File: config.mk
export PLATFORM = sky130hd
export DESIGN_NAME = booth_multiplier
export DESIGN_NICKNAME = d
export VERILOG_FILES = /design/src/rtl/mul_pkg.sv /design/src/rtl/booth_multiplier_add_sub.sv /design/src/rtl/booth_multiplier.sv
export SDC_FILE = /design/constraint.sdc
export NUM_CORES = 1
export LEC_CHECK = 0
export BUFFER_PORTS_ARGS = -buffer_cell sky130_fd_sc_hd__buf_2
export CAP_MARGIN = 0
export CORE_AREA = 2 2 76 78
export DETAILED_ROUTE_END_ITERATION = 16
export DIE_AREA = 0 0 78 80
export PLACE_DENSITY = 0.67
export SETUP_SLACK_MARGIN = 0.1
export SLEW_MARGIN = 30
export SYNTH_ARGS = -nofsm -noshare
export SYNTH_HDL_FRONTEND = slang
export SYNTH_SLANG_ARGS = --single-unit
File: constraint.sdc
create_clock -name clk -period 5.3 [get_ports clk]
set_input_delay 0.53 -clock clk [delete_from_list [all_inputs] [get_ports clk]]
set_output_delay 0.53 -clock clk [all_outputs]
set_load 0.01 [all_outputs]
File: src/rtl/mul_pkg.sv
// Shared types and constants for the radix-2 Booth sequential multiplier.
package mul_pkg;
  localparam int WIDTH_DEF = 8;
  localparam int CNT_W     = 4;
  localparam logic [CNT_W-1:0] CNT_TERM = 4'd8;

  typedef enum logic [1:0] {
    IDLE = 2'd0,
    RUN  = 2'd1,
    DONE = 2'd2
  } state_t;
endpackage

File: src/rtl/booth_multiplier_add_sub.sv
// Ripple-carry adder/subtractor for the Booth accumulator; sub inverts b and feeds carry-in.
module booth_add_sub #(
  parameter int W = 9
) (
  input  logic [W-1:0] a,
  input  logic [W-1:0] b,
  input  logic         sub,
  output logic [W-1:0] sum
);
  logic [W-1:0] bx;
  logic [W-1:0] c;

  assign bx   = b ^ {W{sub}};
  assign c[0] = sub;

  // Final carry-out is dropped: the accumulator wraps modulo 2^W.
  for (genvar i = 0; i < W; i++) begin : g_fa
    assign sum[i] = a[i] ^ bx[i] ^ c[i];
    if (i < W-1) begin : g_carry
      assign c[i+1] = (a[i] & bx[i]) | (c[i] & (a[i] ^ bx[i]));
    end
  end
endmodule

File: src/rtl/booth_multiplier.sv
// Radix-2 Booth sequential signed multiplier (IDLE -> RUN x8 -> DONE).
// Optional macro MUL_ZERO_SKIP_EN: zero operands bypass RUN and complete in one cycle.
module booth_multiplier
  import mul_pkg::*;
#(
  parameter int WIDTH = WIDTH_DEF
) (
  input  logic                 clk,
  input  logic                 rst_b,
  input  logic                 start,
  input  logic [WIDTH-1:0]     x,
  input  logic [WIDTH-1:0]     y,
  output logic                 busy,
  output logic                 done,
  output logic [2*WIDTH-1:0]   prod
);
  localparam int AW = WIDTH + 1;

  state_t             state_q, state_d;
  logic [AW-1:0]      a_q, a_d;
  logic [AW-1:0]      m_q, m_d;
  logic [WIDTH-1:0]   q_q, q_d;
  logic               q1_q, q1_d;
  logic [CNT_W-1:0]   cnt_q, cnt_d;
  logic [2*WIDTH-1:0] prod_q, prod_d;
  logic               done_q, done_d;

  logic               sub;
  logic [AW-1:0]      sum;
  logic [AW-1:0]      a_step;

  // {Q[0],Q_1} = 10 subtracts M, 01 adds M; the adder result is used only when they differ.
  assign sub = q_q[0] & ~q1_q;

  booth_add_sub #(.W(AW)) u_add_sub (
    .a   (a_q),
    .b   (m_q),
    .sub (sub),
    .sum (sum)
  );

  always_comb begin
    state_d = state_q;
    a_d     = a_q;
    m_d     = m_q;
    q_d     = q_q;
    q1_d    = q1_q;
    cnt_d   = cnt_q;
    prod_d  = prod_q;
    done_d  = 1'b0;
    a_step  = (q_q[0] ^ q1_q) ? sum : a_q;

    case (state_q)
      IDLE: begin
        if (start) begin
`ifdef MUL_ZERO_SKIP_EN
          if ((x == '0) || (y == '0)) begin
            state_d = DONE;
            prod_d  = '0;
            done_d  = 1'b1;
          end else
`endif
          begin
            a_d     = '0;
            q_d     = y;
            q1_d    = 1'b0;
            m_d     = {x[WIDTH-1], x};
            cnt_d   = '0;
            state_d = RUN;
          end
        end
      end
      RUN: begin
        a_d   = {a_step[AW-1], a_step[AW-1:1]};
        q_d   = {a_step[0], q_q[WIDTH-1:1]};
        q1_d  = q_q[0];
        cnt_d = cnt_q + CNT_W'(1);
        // Product is captured on the transition so it is valid alongside the done pulse.
        if (cnt_d == CNT_TERM) begin
          state_d = DONE;
          done_d  = 1'b1;
          prod_d  = {a_d[WIDTH-1:0], q_d};
        end
      end
      DONE: begin
        state_d = IDLE;
      end
      default: begin
        state_d = IDLE;
      end
    endcase
  end

  always_ff @(posedge clk) begin
    if (!rst_b) begin
      state_q <= IDLE;
      a_q     <= '0;
      m_q     <= '0;
      q_q     <= '0;
      q1_q    <= 1'b0;
      cnt_q   <= '0;
      prod_q  <= '0;
      done_q  <= 1'b0;
    end else begin
      state_q <= state_d;
      a_q     <= a_d;
      m_q     <= m_d;
      q_q     <= q_d;
      q1_q    <= q1_d;
      cnt_q   <= cnt_d;
      prod_q  <= prod_d;
      done_q  <= done_d;
    end
  end

  assign busy = (state_q == RUN);
  assign done = done_q;
  assign prod = prod_q;
endmodule

; Yosys cells after proc, flatten, opt, wreduce, memory -nomap -nowiden
; Index checks and enable logic that the tools add are counted.
[totals]
n_memories = 0
ramBits = 0
mem_bits_ro = 0
reg_bits = 49
latch_bits = 0
[op_classes]
multipliers = 0
n_eq_ne = 4
n_lt_le_gt_ge = 0
reduce_logical = 7
addsub = 1
div = 0
n_shift = 0
muxes = 13
bitwise = 46
[ops]
columns = op, n
row1 = $xor 1x1->1, 19
row2 = $mux 9, 2
row3 = $pmux 9 s2, 1
row4 = $and 1x1->1, 17
row5 = $pmux 8 s2, 1
row6 = $reduce_and 2->1, 5
row7 = $xor 9x9->9, 1
row8 = $mux 8, 1
row9 = $or 1x1->1, 8
row10 = $pmux 4 s2, 1
row11 = $add 4x1->4 const B, 1
row12 = $eq 4x4->1 const B, 1
row13 = $mux 2, 2
row14 = $mux 4, 1
row15 = $pmux 2 s2, 1
row16 = $eq 2x1->1 const B, 1
row17 = $logic_not 2->1, 1
row18 = $mux 1, 2
row19 = $ne 2x1->1 const B, 1
row20 = $ne 2x2->1 const B, 1
row21 = $pmux 1 s2, 1
row22 = $reduce_bool 2->1, 1
row23 = $not 1->1, 1

; Logic depth before layout (Yosys ltp)
; Gate-level depths: netlist of run 1.
[depth]
word_depth = 23
ltp_mapped = 15
mapped_depth_nobuf = 14

; Hierarchy
; A second synthesis of run 1 with hierarchy kept.
[unflattened]
hier_cells = 262
hier_area_um2 = 2308.5
[modules_own_cells]
columns = mod, area_per_inst_um2, n_inst, cells_each, seq_area_each_um2
row1 = booth_multiplier, 1993.2, 1, 229, 960.9
row2 = booth_add_sub, 315.3, 1, 33, 0.0

; Least setup slack after synthesis of run 1
; Ideal clock, no wire load.
[synth_path]
path_type = flip-flop to flip-flop
startpoint = reg q1_q
endpoint = reg a_q[6]
synth_period_minus_slack_ns = 3.971
path_buffers = 1
path_stages_with_launch = 16
t_required_ns = 5.234
path_slack_ns = 1.329
arrival_ns = 3.905
path_cell_list = dfxtp_1 inv_1 ha_1 buf_2 mux2_2 fa_1 fa_1 fa_1 fa_1 fa_1 inv_1 fa_1 fa_1 mux2i_1 a22oi_1 nor2b_1
[synth_between]
elab_chain_cells = 21
[synth_rtl]
columns = item, line
row1 = start: declaration, booth_multiplier.sv:23  ; logic q1_q, q1_d;
row2 = start signal: assignment, booth_multiplier.sv:109  ; q1_q <= q1_d;
row3 = $not 1->1, booth_multiplier.sv:33  ; assign sub = q_q[0] & ~q1_q;
row4 = $and 1x1->1, booth_multiplier.sv:33
row5 = $xor 9x9->9, booth_multiplier_add_sub.sv:13  ; assign bx = b ^ {W{sub}};
row6 = $xor 1x1->1, booth_multiplier_add_sub.sv:20  ; assign c[i+1] = (a[i] & bx[i]) | (c[i] & (a[i] ^ bx[i]));
row7 = $and 1x1->1, booth_multiplier_add_sub.sv:20
row8 = $or 1x1->1, booth_multiplier_add_sub.sv:20
row9 = $and 1x1->1, booth_multiplier_add_sub.sv:20
row10 = $or 1x1->1, booth_multiplier_add_sub.sv:20
row11 = [5 not listed], --
row12 = $or 1x1->1, booth_multiplier_add_sub.sv:20
row13 = $and 1x1->1, booth_multiplier_add_sub.sv:20
row14 = $or 1x1->1, booth_multiplier_add_sub.sv:20
row15 = $and 1x1->1, booth_multiplier_add_sub.sv:20
row16 = $or 1x1->1, booth_multiplier_add_sub.sv:20
row17 = $xor 1x1->1, booth_multiplier_add_sub.sv:18  ; assign sum[i] = a[i] ^ bx[i] ^ c[i];
row18 = $mux 9 *, booth_multiplier.sv:51  ; a_step = (q_q[0] ^ q1_q) ? sum : a_q;
row19 = $pmux 9 s2 *, booth_multiplier.sv:53  ; case (state_q)
row20 = end signal: assignment, booth_multiplier.sv:97  ; a_q <= '0;
row21 = end signal: assignment, booth_multiplier.sv:106  ; a_q <= a_d;
row22 = end: declaration, booth_multiplier.sv:20  ; logic [AW-1:0] a_q, a_d;
; Every way passes the cells marked *; elsewhere a longest branch is shown, timed or not.
; A chain may end at the register's enable or synchronous reset.

; Final worst setup path of run 1
; Same ends and word-level chain as after synthesis.

==> results of run 1 <==
-- metal layers --
layer  up-vias  part of all wire, %  track usage [%]
met1       791                   50             20.4
met4         0                  1.8             5.44
met5         -                    0                0
met3         6                  2.9             3.62
li1        907                    -                -
met2        24                   46             23.8
-- cell families after synthesis --
kind of cell / count (synthesis)
AO/OA/AOI/OAI: 55
XOR/XNOR: 8
adder cells (fa/ha/maj): 10
buffers and inverters: 26
flip-flops: 48
multiplexers: 8
AND/OR/NAND/NOR: 101
-- final timing paths --
kind / endpoint / cells past startpoint / slack (ns) / from
worst min register to register: prod[0]$_SDFFE_PN0P_ / 2 / 0.45 / prod[0]$_SDFFE_PN0P_
worst max-delay path: a_q[6]$_SDFFE_PN0P_ / 14 / 1.13 / q1_q$_SDFFE_PN0P_
worst max register to register: a_q[6]$_SDFFE_PN0P_ / 14 / 1.13 / q1_q$_SDFFE_PN0P_
worst min-delay path: prod[0]$_SDFFE_PN0P_ / 2 / 0.45 / prod[0]$_SDFFE_PN0P_
-- layout by cell type, fill, tap and decap left out, types with 2 or more instances in the layout --
| cell | n |
|---|---|
| nand2_1 | 59 |
| dfxtp_1 | 48 |
| buf_2 | 35 |
| nand3_1 | 13 |
| a21boi_0 | 12 |
| o211a_1 | 10 |
| nor2b_1 | 8 |
| fa_1 | 8 |
| mux2i_1 | 7 |
| nor2_1 | 7 |
| o22ai_1 | 7 |
| a21oi_1 | 7 |
| xor2_1 | 6 |
| nand3_2 | 6 |
| o21ai_2 | 6 |
| inv_1 | 5 |
| clkbuf_8 | 5 |
| and2_1 | 3 |
| xnor2_1 | 2 |
| o21ai_1 | 2 |
| a22oi_1 | 2 |
| o21ai_0 | 2 |
| nand3b_1 | 2 |
| ha_1 | 2 |
| buf_4 | 2 |
-- flip-flops by register name (all words and copies together), names as in the netlist --
| signal | cells |
|---|---|
| state_q | 2 |
| q1_q | 1 |
| cnt_q | 4 |
| q_q | 8 |
| done | 1 |
| m_q | 8 |
| prod | 16 |
| a_q | 8 |
-- per-stage QoR --
step | util (%) | hold WS (ns) | instance area, µm² | setup WS (ns) | std cells
after floorplan | - | 0.450 | 2340 | 1.33 | 256
after global placement | 46.1 | 0.438 | 2490 | 1.21 | 345
after detailed placement | 46.1 | 0.448 | 2490 | 1.14 | 345
after CTS | 47.6 | 0.460 | 2570 | 1.10 | 352
after global routing | 47.6 | 0.479 | 2570 | 0.900 | 352
final | 47.6 | 0.453 | 2570 | 1.13 | 352
-- power by group through the flow --
stage          clock network, mW  logic [mW]  registers (mW)
6_report                   0.201      0.0903           0.385
5_1_grt                    0.231       0.105           0.387
4_1_cts                    0.212      0.0927           0.385
3_5_place_dp                   0      0.0924           0.393
3_3_place_gp                   0      0.0903           0.393
2_1_floorplan                  0      0.0743           0.391
-- cell type report --
class,count,area [µm²],area share (%)
inverters,6,22.5,0.876
well taps,72,90.1,3.50
flip-flops and latches,48,961,37.4
repair buffers,37,190,7.40
clock inverters,1,5.00,0.195
multi-input cells,182,1230,47.8
clock buffers,6,72.6,2.82
-- critical path, delay by kind of cell, from the launching register on --
family / cells / cell delay [ns]
adders and majority gates: 8 / 2.86
muxes: 2 / 0.54
DFF: 1 / 0.33
and+or+nand+nor: 1 / 0.15
AOI/OAI and AO/OA: 1 / 0.12
buffers and inverters: 2 / 0.11
-- synthesized netlist by cell type --
cell type | instances | area, µm²
o21ba_2 | 1 | 10.0
nand3b_1 | 2 | 15.0
nor2_1 | 7 | 26.3
a21oi_1 | 7 | 35.0
and2_1 | 3 | 18.8
o21ai_1 | 2 | 10.0
buf_2 | 8 | 40.0
buf_6 | 3 | 33.8
o21bai_1 | 1 | 7.51
nor3_1 | 1 | 5.00
fa_1 | 8 | 160
ha_1 | 2 | 25.0
mux2i_1 | 7 | 70.1
o21a_1 | 1 | 7.51
clkbuf_1 | 8 | 30.0
inv_1 | 5 | 18.8
mux2_2 | 1 | 11.3
o211a_1 | 10 | 100
and3b_1 | 1 | 8.76
nor2b_1 | 8 | 50.1
nand2_1 | 59 | 221
o22ai_1 | 7 | 43.8
a21boi_1 | 1 | 7.51
dfxtp_1 | 48 | 961
o2111a_1 | 1 | 11.3
inv_2 | 1 | 3.75
o21ai_2 | 6 | 52.6
nand3_2 | 6 | 60.1
buf_12 | 1 | 20.0
xnor2_1 | 2 | 17.5
a21boi_0 | 12 | 90.1
o211ai_1 | 1 | 7.51
a22oi_1 | 2 | 15.0
nand3_1 | 13 | 65.1
o21ai_0 | 2 | 10.0
nand2b_1 | 1 | 6.26
xor2_1 | 6 | 52.6
o221ai_1 | 1 | 8.76
==> results by group, run 1 <==
Clocking
  – CTS Buffer Depth: 2
  – Worst-path clk slew: about 0.08 ns
  – TritonCTS clock tree: built
  – Sinks on Clock Net: 48
  – Postcts setup bufs: 0
  – Max H-tree Level: 2
  – CTS root buf: clkbuf_8
  – Post-cts repair resize count: 0
  – Clock buffer count from CTS: 5
  – Cts hold-fix bufs: 0
  – Clock latency on the worst-skew pair: approximately 0.29 ns

Synth
  – Mapped Nets: 285
  – Post-synthesis mux area share: under 10%
  – Sequential cell area fraction in the yosys report: about two fifths
  – Main combinational cell family by area after synthesis: simple AND/OR/NAND/NOR gates
  – Synth Area in Adders: around 7.9%
  – Post-Synth Simple-Gate Area: about 20%
  – Cell count after synthesis: 256
  – Mapped cell area: approximately 0.0023 mm²
  – XOR/XNOR share of the synthesized area: roughly 3.0%
  – Post-synthesis compound-gate area fraction: around 18%
  – Synth cell types: 38
  – Yosys warnings: 0
  – Synth Register Bits: between 40 and 50
  – Mean Syn Cell Area: approximately 9 µm²

Critical path
  – Max stage delay cell, worst path: fa_1
  – Setup crit start kind: register
  – Cell mode on critical path: fa_1
  – Worst-path fanout max: 8
  – Max incr delay on CP: 0.41 ns
  – CP cell instances: inv_1, ha_1, mux2_2, fa_1, fa_1, fa_1, fa_1, fa_1, inv_1, fa_1, fa_1, mux2i_1, a22oi_1, nor2b_1
  – Required @ worst endpoint: about 5.5 ns
  – Worst EP arrival: ~4.4 ns
  – CP Class: register to register
  – Critical Path Sink Type: register

Final layout
  – Fillers: 524
  – Final nets: slightly above 300
  – P&R area growth vs syn: 10.0%
  – Diodes inserted: 0
  – Ratio of cells with drive above 1 in the final layout: between 20% and 30%

Timing
  – Tmin final: ~4.2 ns
  – Hold Vio Cnt, Final: 0
  – Max Freq: 240 MHz
  – Relative slew slack: a little over half
  – RSZ-0062 raised after global routing: false
  – Final setup vio count: 0
  – Worst clock skew: around 0.0033 ns
  – Max-slew violation count: 0
  – Least-Margin Pin Slew: just under 0.7 ns
  – Final TNS setup: 0 ns
  – Crit share post-route: approximately four fifths

Global route
  – Initial antenna violation count: 0
  – Overall global routing resource usage: between 10% and 20%
  – Largest net degree at the start of global routing: 64
  – Number of global-route vias before repair: between 1500 and 2000
  – First-pass GRT wire length: ~7.4 mm
  – Total congestion overflow: 0

Routing
  – Final wirelength: 4.38 mm
  – TritonRoute pass-1 iters: 4
  – Vias: about 1700
  – Antenna Nets Post-Route: 0
  – Iteration-0 DRC Markers: roughly 120
  – Drt drc: 0
  – Wire length per cell: 12.4 µm
  – Via density: 4.91

Min path
  – HP Class: register to register

Die
  – Initial Utilization: a little over two fifths
  – Die Span X: around 78 µm
  – DIE AREA: 0.00624 mm²
  – Die Ht: ~80 µm
  – # rows: 27
  – Area of the core: 0.00541 mm²
  – Boundary Pins: 37

Placement
  – Dpl hpwl: 3.02 mm
  – Number of port buffers: 36
  – Routability congestion estimate: between 0.7 and 0.8

Power and ir drop
  – Clock power share: 29.8%
  – Sequential power share: a little under three fifths
  – Pwr Total: about 680 µW
  – Pwr/cell area: 263 mW/mm²
  – Switching power: around 180 µW
  – Comb pwr share: between 10% and 20%
  – Static leakage: between 1 and 1.5 nW
  – Switching share of total power: 26.0%
  – Worst vdd ir: around 0.12 mV
  – P_int: between 500 and 600 µW

Job
  – Max cap viols: 0

Run status
  – Status: finished, final reports clean
Note: power is estimated with default switching activity, not from simulation.
==> run 2: changes to the inputs <==
==> constraint.sdc (replaced) <==
create_clock -name clk -period 4.2 [get_ports clk]
set_input_delay 0.42 -clock clk [delete_from_list [all_inputs] [get_ports clk]]
set_output_delay 0.42 -clock clk [all_outputs]
set_load 0.01 [all_outputs]
==> results by group, run 2 (synthesis results as in run 1) <==
Critical path
  – Setup crit start kind: register
  – R2R Setup Slk: about 0.28 ns
  – Worst r2r dst: prod[14]$_SDFFE_PN0P_
  – Worst R2R Path Depth: 15
  – Required @ worst endpoint: around 4.4 ns
  – CP Class: register to register
  – Critical Path Sink Type: register
  – Worst-path fanout max: 3
  – FF-to-FF Start: q1_q$_SDFFE_PN0P_
  – Worst EP arrival: 4.15 ns

Die
  – # rows: 27
  – Initial Utilization: between 40% and 50%
  – Die Span X: between 70 and 80 µm
  – Boundary Pins: 37
  – DIE AREA: around 0.0062 mm²
  – Die Ht: approximately 80 µm
  – Area of the core: about 0.0054 mm²

Timing
  – Hold Vio Cnt, Final: 0
  – Final TNS setup: 0 ns
  – Crit share post-route: 93.3%
  – Final setup vio count: 0
  – Least-Margin Pin Slew: about 0.74 ns
  – Relative slew slack: 50.4%
  – Tmin final: approximately 3.9 ns
  – Max-slew violation count: 0
  – Max Freq: about 260 MHz
  – Final worst setup slack: 0.283 ns
  – Worst clock skew: approximately 0.005 ns
  – RSZ-0062 raised after global routing: false

Global route
  – Total congestion overflow: 0
  – Layer with the highest usage: met2
  – GR Util met1: just under 20%
  – Initial antenna violation count: 0
  – Largest net degree at the start of global routing: 64
  – Met2 global-route usage: 24.6%
  – Number of global-route vias before repair: around 1600
  – First-pass GRT wire length: about 7.5 mm
  – Met3 usage: approximately 3.7%
  – Overall global routing resource usage: roughly 15%

Power and ir drop
  – P_int: approximately 660 µW
  – Pwr/cell area: 339 mW/mm²
  – Switching share of total power: about a quarter
  – Comb pwr share: between 10% and 20%
  – Switching power: roughly 230 µW
  – Static leakage: 1.16 nW
  – Clock power share: between 30% and 40%
  – Sequential power share: 54.8%
  – Worst vdd ir: roughly 0.18 mV

Final layout
  – Fillers: between 500 and 600
  – P&R area growth vs syn: 11.7%
  – Most frequent cells in the layout: nand2_1 (59), dfxtp_1 (48), buf_2 (35)
  – Final nets: 311
  – Commonest non-fill, non-tap cell in the layout: nand2_1
  – Ratio of cells with drive above 1 in the final layout: between 20% and 30%
  – Max reg flops: 16
  – Diodes inserted: 0

Clocking
  – Cts hold-fix bufs: 0
  – Clock latency on the worst-skew pair: about 0.3 ns
  – TritonCTS clock tree: built
  – CTS root buf: clkbuf_8
  – Max H-tree Level: 2
  – Sinks on Clock Net: between 40 and 50
  – Worst-path clk slew: approximately 0.080 ns
  – CTS Buffer Depth: 2
  – Clock buffer count from CTS: 5

Routing
  – Drt drc: 0
  – TritonRoute pass-1 iters: 4
  – Wire length per cell: about 12 µm
  – Antenna Nets Post-Route: 0
  – Final wirelength: 4.34 mm
  – Via density: 4.90
  – Iteration-0 DRC Markers: 83
  – Vias: around 1700

Placement
  – Routability congestion estimate: 0.732
  – Number of port buffers: 36
  – Dpl hpwl: roughly 3.0 mm
  – Dpl ws: 0.211 ns

Min path
  – Hold Crit Depth: 3
  – HP Class: primary input to register
  – Hold Startpoint: x[7]
  – Hold EP: m_q[7]$_SDFFE_PN0P_

Run status
  – Status: finished, final reports clean

Job
  – Max cap viols: 0
==> run 2: worst max-delay path: stages, from the launching register on <==
cell and delay, ns:
dfxtp_1 0.33, inv_1 0.04, ha_1 0.21, mux2_2 0.28, fa_1 0.38, fa_1 0.39
fa_2 0.35, fa_2 0.34, fa_1 0.36, inv_1 0.08, fa_2 0.21, fa_1 0.42
mux2i_2 0.17, buf_4 0.14, nand3_2 0.07, o21ai_2 0.08
==> run 2: worst max path at each step <==
| stage | start | end | slack (ns) | cells past startpoint |
|---|---|---|---|---|
| 2_1_floorplan | q1_q$_SDFFE_PN0P_ | a_q[6]$_SDFFE_PN0P_ | 0.23 | 15 |
| 3_3_place_gp | q1_q$_SDFFE_PN0P_ | a_q[6]$_SDFFE_PN0P_ | 0.27 | 14 |
| 3_5_place_dp | q1_q$_SDFFE_PN0P_ | a_q[6]$_SDFFE_PN0P_ | 0.21 | 14 |
| 4_1_cts | q1_q$_SDFFE_PN0P_ | a_q[6]$_SDFFE_PN0P_ | 0.17 | 14 |
| 5_1_grt | q1_q$_SDFFE_PN0P_ | a_q[6]$_SDFFE_PN0P_ | 0.1 | 14 |
| 6_report | q1_q$_SDFFE_PN0P_ | prod[14]$_SDFFE_PN0P_ | 0.28 | 15 |
==> run 2: power groups by stage <==
stage	Combinational [mW]	Sequential [mW]	Clock (mW)
3_5_place_dp	0.118	0.496	0
4_1_cts	0.118	0.485	0.291
3_3_place_gp	0.116	0.496	0
6_report	0.119	0.485	0.281
5_1_grt	0.136	0.488	0.307
2_1_floorplan	0.0938	0.493	0
==> run 2: area by class of cell <==
class,instances,area [µm²],area share (%)
Clock buffer,8,90.1,3.45
Inverter,6,22.5,0.863
Multi-Input combinational cell,182,1240,47.6
Sequential cell,48,961,36.8
Tap cell,72,90.1,3.45
Timing Repair Buffer,39,205,7.86
==> run 2: stage by stage <==
stage          power, mW  cells  hold WS, ns  utilization (%)  area (µm²)
2_1_floorplan      0.587    256        0.450                -        2340
3_3_place_gp       0.612    346        0.438             46.2        2500
3_5_place_dp       0.614    346        0.447             46.3        2500
4_1_cts            0.894    354        0.356             47.9        2590
5_1_grt            0.931    355        0.359             48.3        2610
6_report           0.885    355        0.362             48.3        2610
==> run 2: timing repair <==
item / CTS / global route
gates resized for setup: 0 / 4
setup buffers: 0 / 1
setup endpoints to repair: 0 / 2
==> run 2: routing by layer <==
layer | up-vias | part of all wire [%]
met5 | - | 0
met4 | 0 | 0.67
met3 | 3 | 3.6
met2 | 26 | 45
met1 | 796 | 51
li1 | 916 | -
==> run 3: changes to the inputs <==
--- a/config.mk
+++ b/config.mk
@@ -11,6 +11,7 @@
 export DETAILED_ROUTE_END_ITERATION = 16
 export DIE_AREA = 0 0 78 80
 export PLACE_DENSITY = 0.67
+export REMOVE_ABC_BUFFERS = 1
 export SETUP_SLACK_MARGIN = 0.1
 export SLEW_MARGIN = 30
 export SYNTH_ARGS = -nofsm -noshare
==> results by group, run 3 (synthesis results as in run 1) <==
Clocking
  – CTS root buf: clkbuf_8
  – Cts hold-fix bufs: 0
  – Max H-tree Level: 2
  – Clock buffer count from CTS: 5
  – Clock latency on the worst-skew pair: 0.30 ns
  – TritonCTS clock tree: built
  – Sinks on Clock Net: 48
  – Worst-path clk slew: approximately 0.090 ns
  – CTS Buffer Depth: 2

Final layout
  – Diodes inserted: 0
  – Most frequent cells in the layout: nand2_1 (59), dfxtp_1 (48), buf_2 (36)
  – Post-route insts no fill: approximately 360
  – Max reg flops: 16
  – Ratio of cells with drive above 1 in the final layout: a little under a quarter
  – Commonest non-fill, non-tap cell in the layout: nand2_1
  – Post-Layout Inst Area: roughly 0.0026 mm²
  – Final nets: 313
  – P&R area growth vs syn: 12.6%

Die
  – Die Ht: 80 µm
  – DIE AREA: roughly 0.0062 mm²
  – # rows: 27
  – Boundary Pins: 37
  – Initial Utilization: approximately 43%
  – Area of the core: between 0.005 and 0.006 mm²
  – Die Span X: approximately 80 µm

Global route
  – First-pass GRT wire length: 7.84 mm
  – Number of global-route vias before repair: 1695
  – Largest net degree at the start of global routing: 34
  – Initial antenna violation count: 0
  – Total congestion overflow: 0
  – Overall global routing resource usage: between 15 and 20%

Critical path
  – R2R Setup Slk: about 0.30 ns
  – Worst-path fanout max: 3
  – Critical Path Sink Type: register
  – Setup crit start kind: register
  – CP Class: register to register
  – Required @ worst endpoint: between 4 and 5 ns
  – FF-to-FF Start: q1_q$_SDFFE_PN0P_
  – Worst R2R Path Depth: 14
  – Worst r2r dst: a_q[6]$_SDFFE_PN0P_
  – Worst EP arrival: 4.14 ns

Timing
  – Relative slew slack: between 40 and 50%
  – Max Freq: 257 MHz
  – Least-Margin Pin Slew: 0.750 ns
  – RSZ-0062 raised after global routing: false
  – Hold slack: around 0.35 ns
  – Tmin final: 3.90 ns
  – Final setup vio count: 0
  – Hold Vio Cnt, Final: 0
  – Crit share post-route: between 90% and 100%
  – Final TNS setup: 0 ns
  – Worst clock skew: 0.0117 ns
  – Max-slew violation count: 0

Routing
  – Drt drc: 0
  – Wire length per cell: approximately 13 µm
  – Via density: 4.99
  – Iteration-0 DRC Markers: 49
  – Vias: roughly 1800
  – TritonRoute pass-1 iters: 4
  – Antenna Nets Post-Route: 0
  – Final wirelength: between 4 and 5 mm

Power and ir drop
  – Worst vdd ir: around 0.18 mV
  – Pwr Total: between 800 and 900 µW
  – Static leakage: approximately 1.2 nW
  – Pwr/cell area: around 330 mW/mm²

Placement
  – Post-placement cell count: about 350
  – Dpl hpwl: 3.06 mm
  – Post-DP Area: roughly 0.0025 mm²
  – Routability congestion estimate: 0.754
  – Number of port buffers: 36

Min path
  – Hold Crit Depth: 3
  – Hold Startpoint: x[2]
  – HP Class: primary input to register
  – Hold EP: m_q[2]$_SDFFE_PN0P_

Run status
  – Status: finished, final reports clean

Job
  – Max cap viols: 0
## run 3: changes by cell type in the layout (fill, tap and decap cells not counted), sizes merged
cell,before,now
buf,39,41
clkinv,0,1
clkbuf,8,6
## run 3: worst max-delay path by stage
stage,start,depth (start not counted),end
finish,q1_q$_SDFFE_PN0P_,14,a_q[6]$_SDFFE_PN0P_
global route,q1_q$_SDFFE_PN0P_,14,a_q[6]$_SDFFE_PN0P_
CTS,q1_q$_SDFFE_PN0P_,14,a_q[6]$_SDFFE_PN0P_
detailed placement,q1_q$_SDFFE_PN0P_,14,a_q[6]$_SDFFE_PN0P_
global placement,q1_q$_SDFFE_PN0P_,14,a_q[6]$_SDFFE_PN0P_
floorplan,q1_q$_SDFFE_PN0P_,14,a_q[6]$_SDFFE_PN0P_
## run 3: final cells by class
class                   count  area (µm²)
clock buffers               6        72.6
clock inverters             1        5.00
fillers                   581        2770
inverters                   6        22.5
multi-input cells         182        1240
flip-flops and latches     48         961
well taps                  72        90.1
repair buffers             41         238
## run 3: per-layer routing
metal  part of all wire (%)  vias to the layer above  GRT usage (%)
li1                       -                      917              -
met4                   0.72                        0           5.26
met2                     48                       24           26.5
met5                      0                        -              0
met1                     48                      830           20.8
met3                    3.3                        5           3.05
## run 3: report_power, final
group	switching (mW)	internal, mW	total, mW
Clock	0.150	0.114	0.264
Combinational	0.0715	0.0525	0.124
Sequential	0.0139	0.471	0.485
## run 3: worst max-delay path, stage by stage, from the launching register on
cell     delay, ns
dfxtp_1       0.33
inv_1         0.04
ha_1          0.21
mux2_2        0.28
fa_1          0.38
fa_1          0.39
fa_2          0.35
fa_2          0.35
fa_2          0.34
inv_2         0.07
fa_2          0.21
fa_1          0.42
mux2i_2       0.21
a22oi_1       0.12
nor2b_1       0.14
## run 3: stage by stage
step	utilization [%]	setup slack, ns
after floorplan	-	0.236
after CTS	48.3	0.137
final	48.7	0.302
after global routing	48.7	0.149
after global placement	46.4	0.265
after detailed placement	46.9	0.174
## run 3: what timing repair did
item	in CTS	in global routing
gates resized for setup	0	6
setup endpoints to repair	0	2
hold endpoints to repair	0	0
buffers inserted	0	1
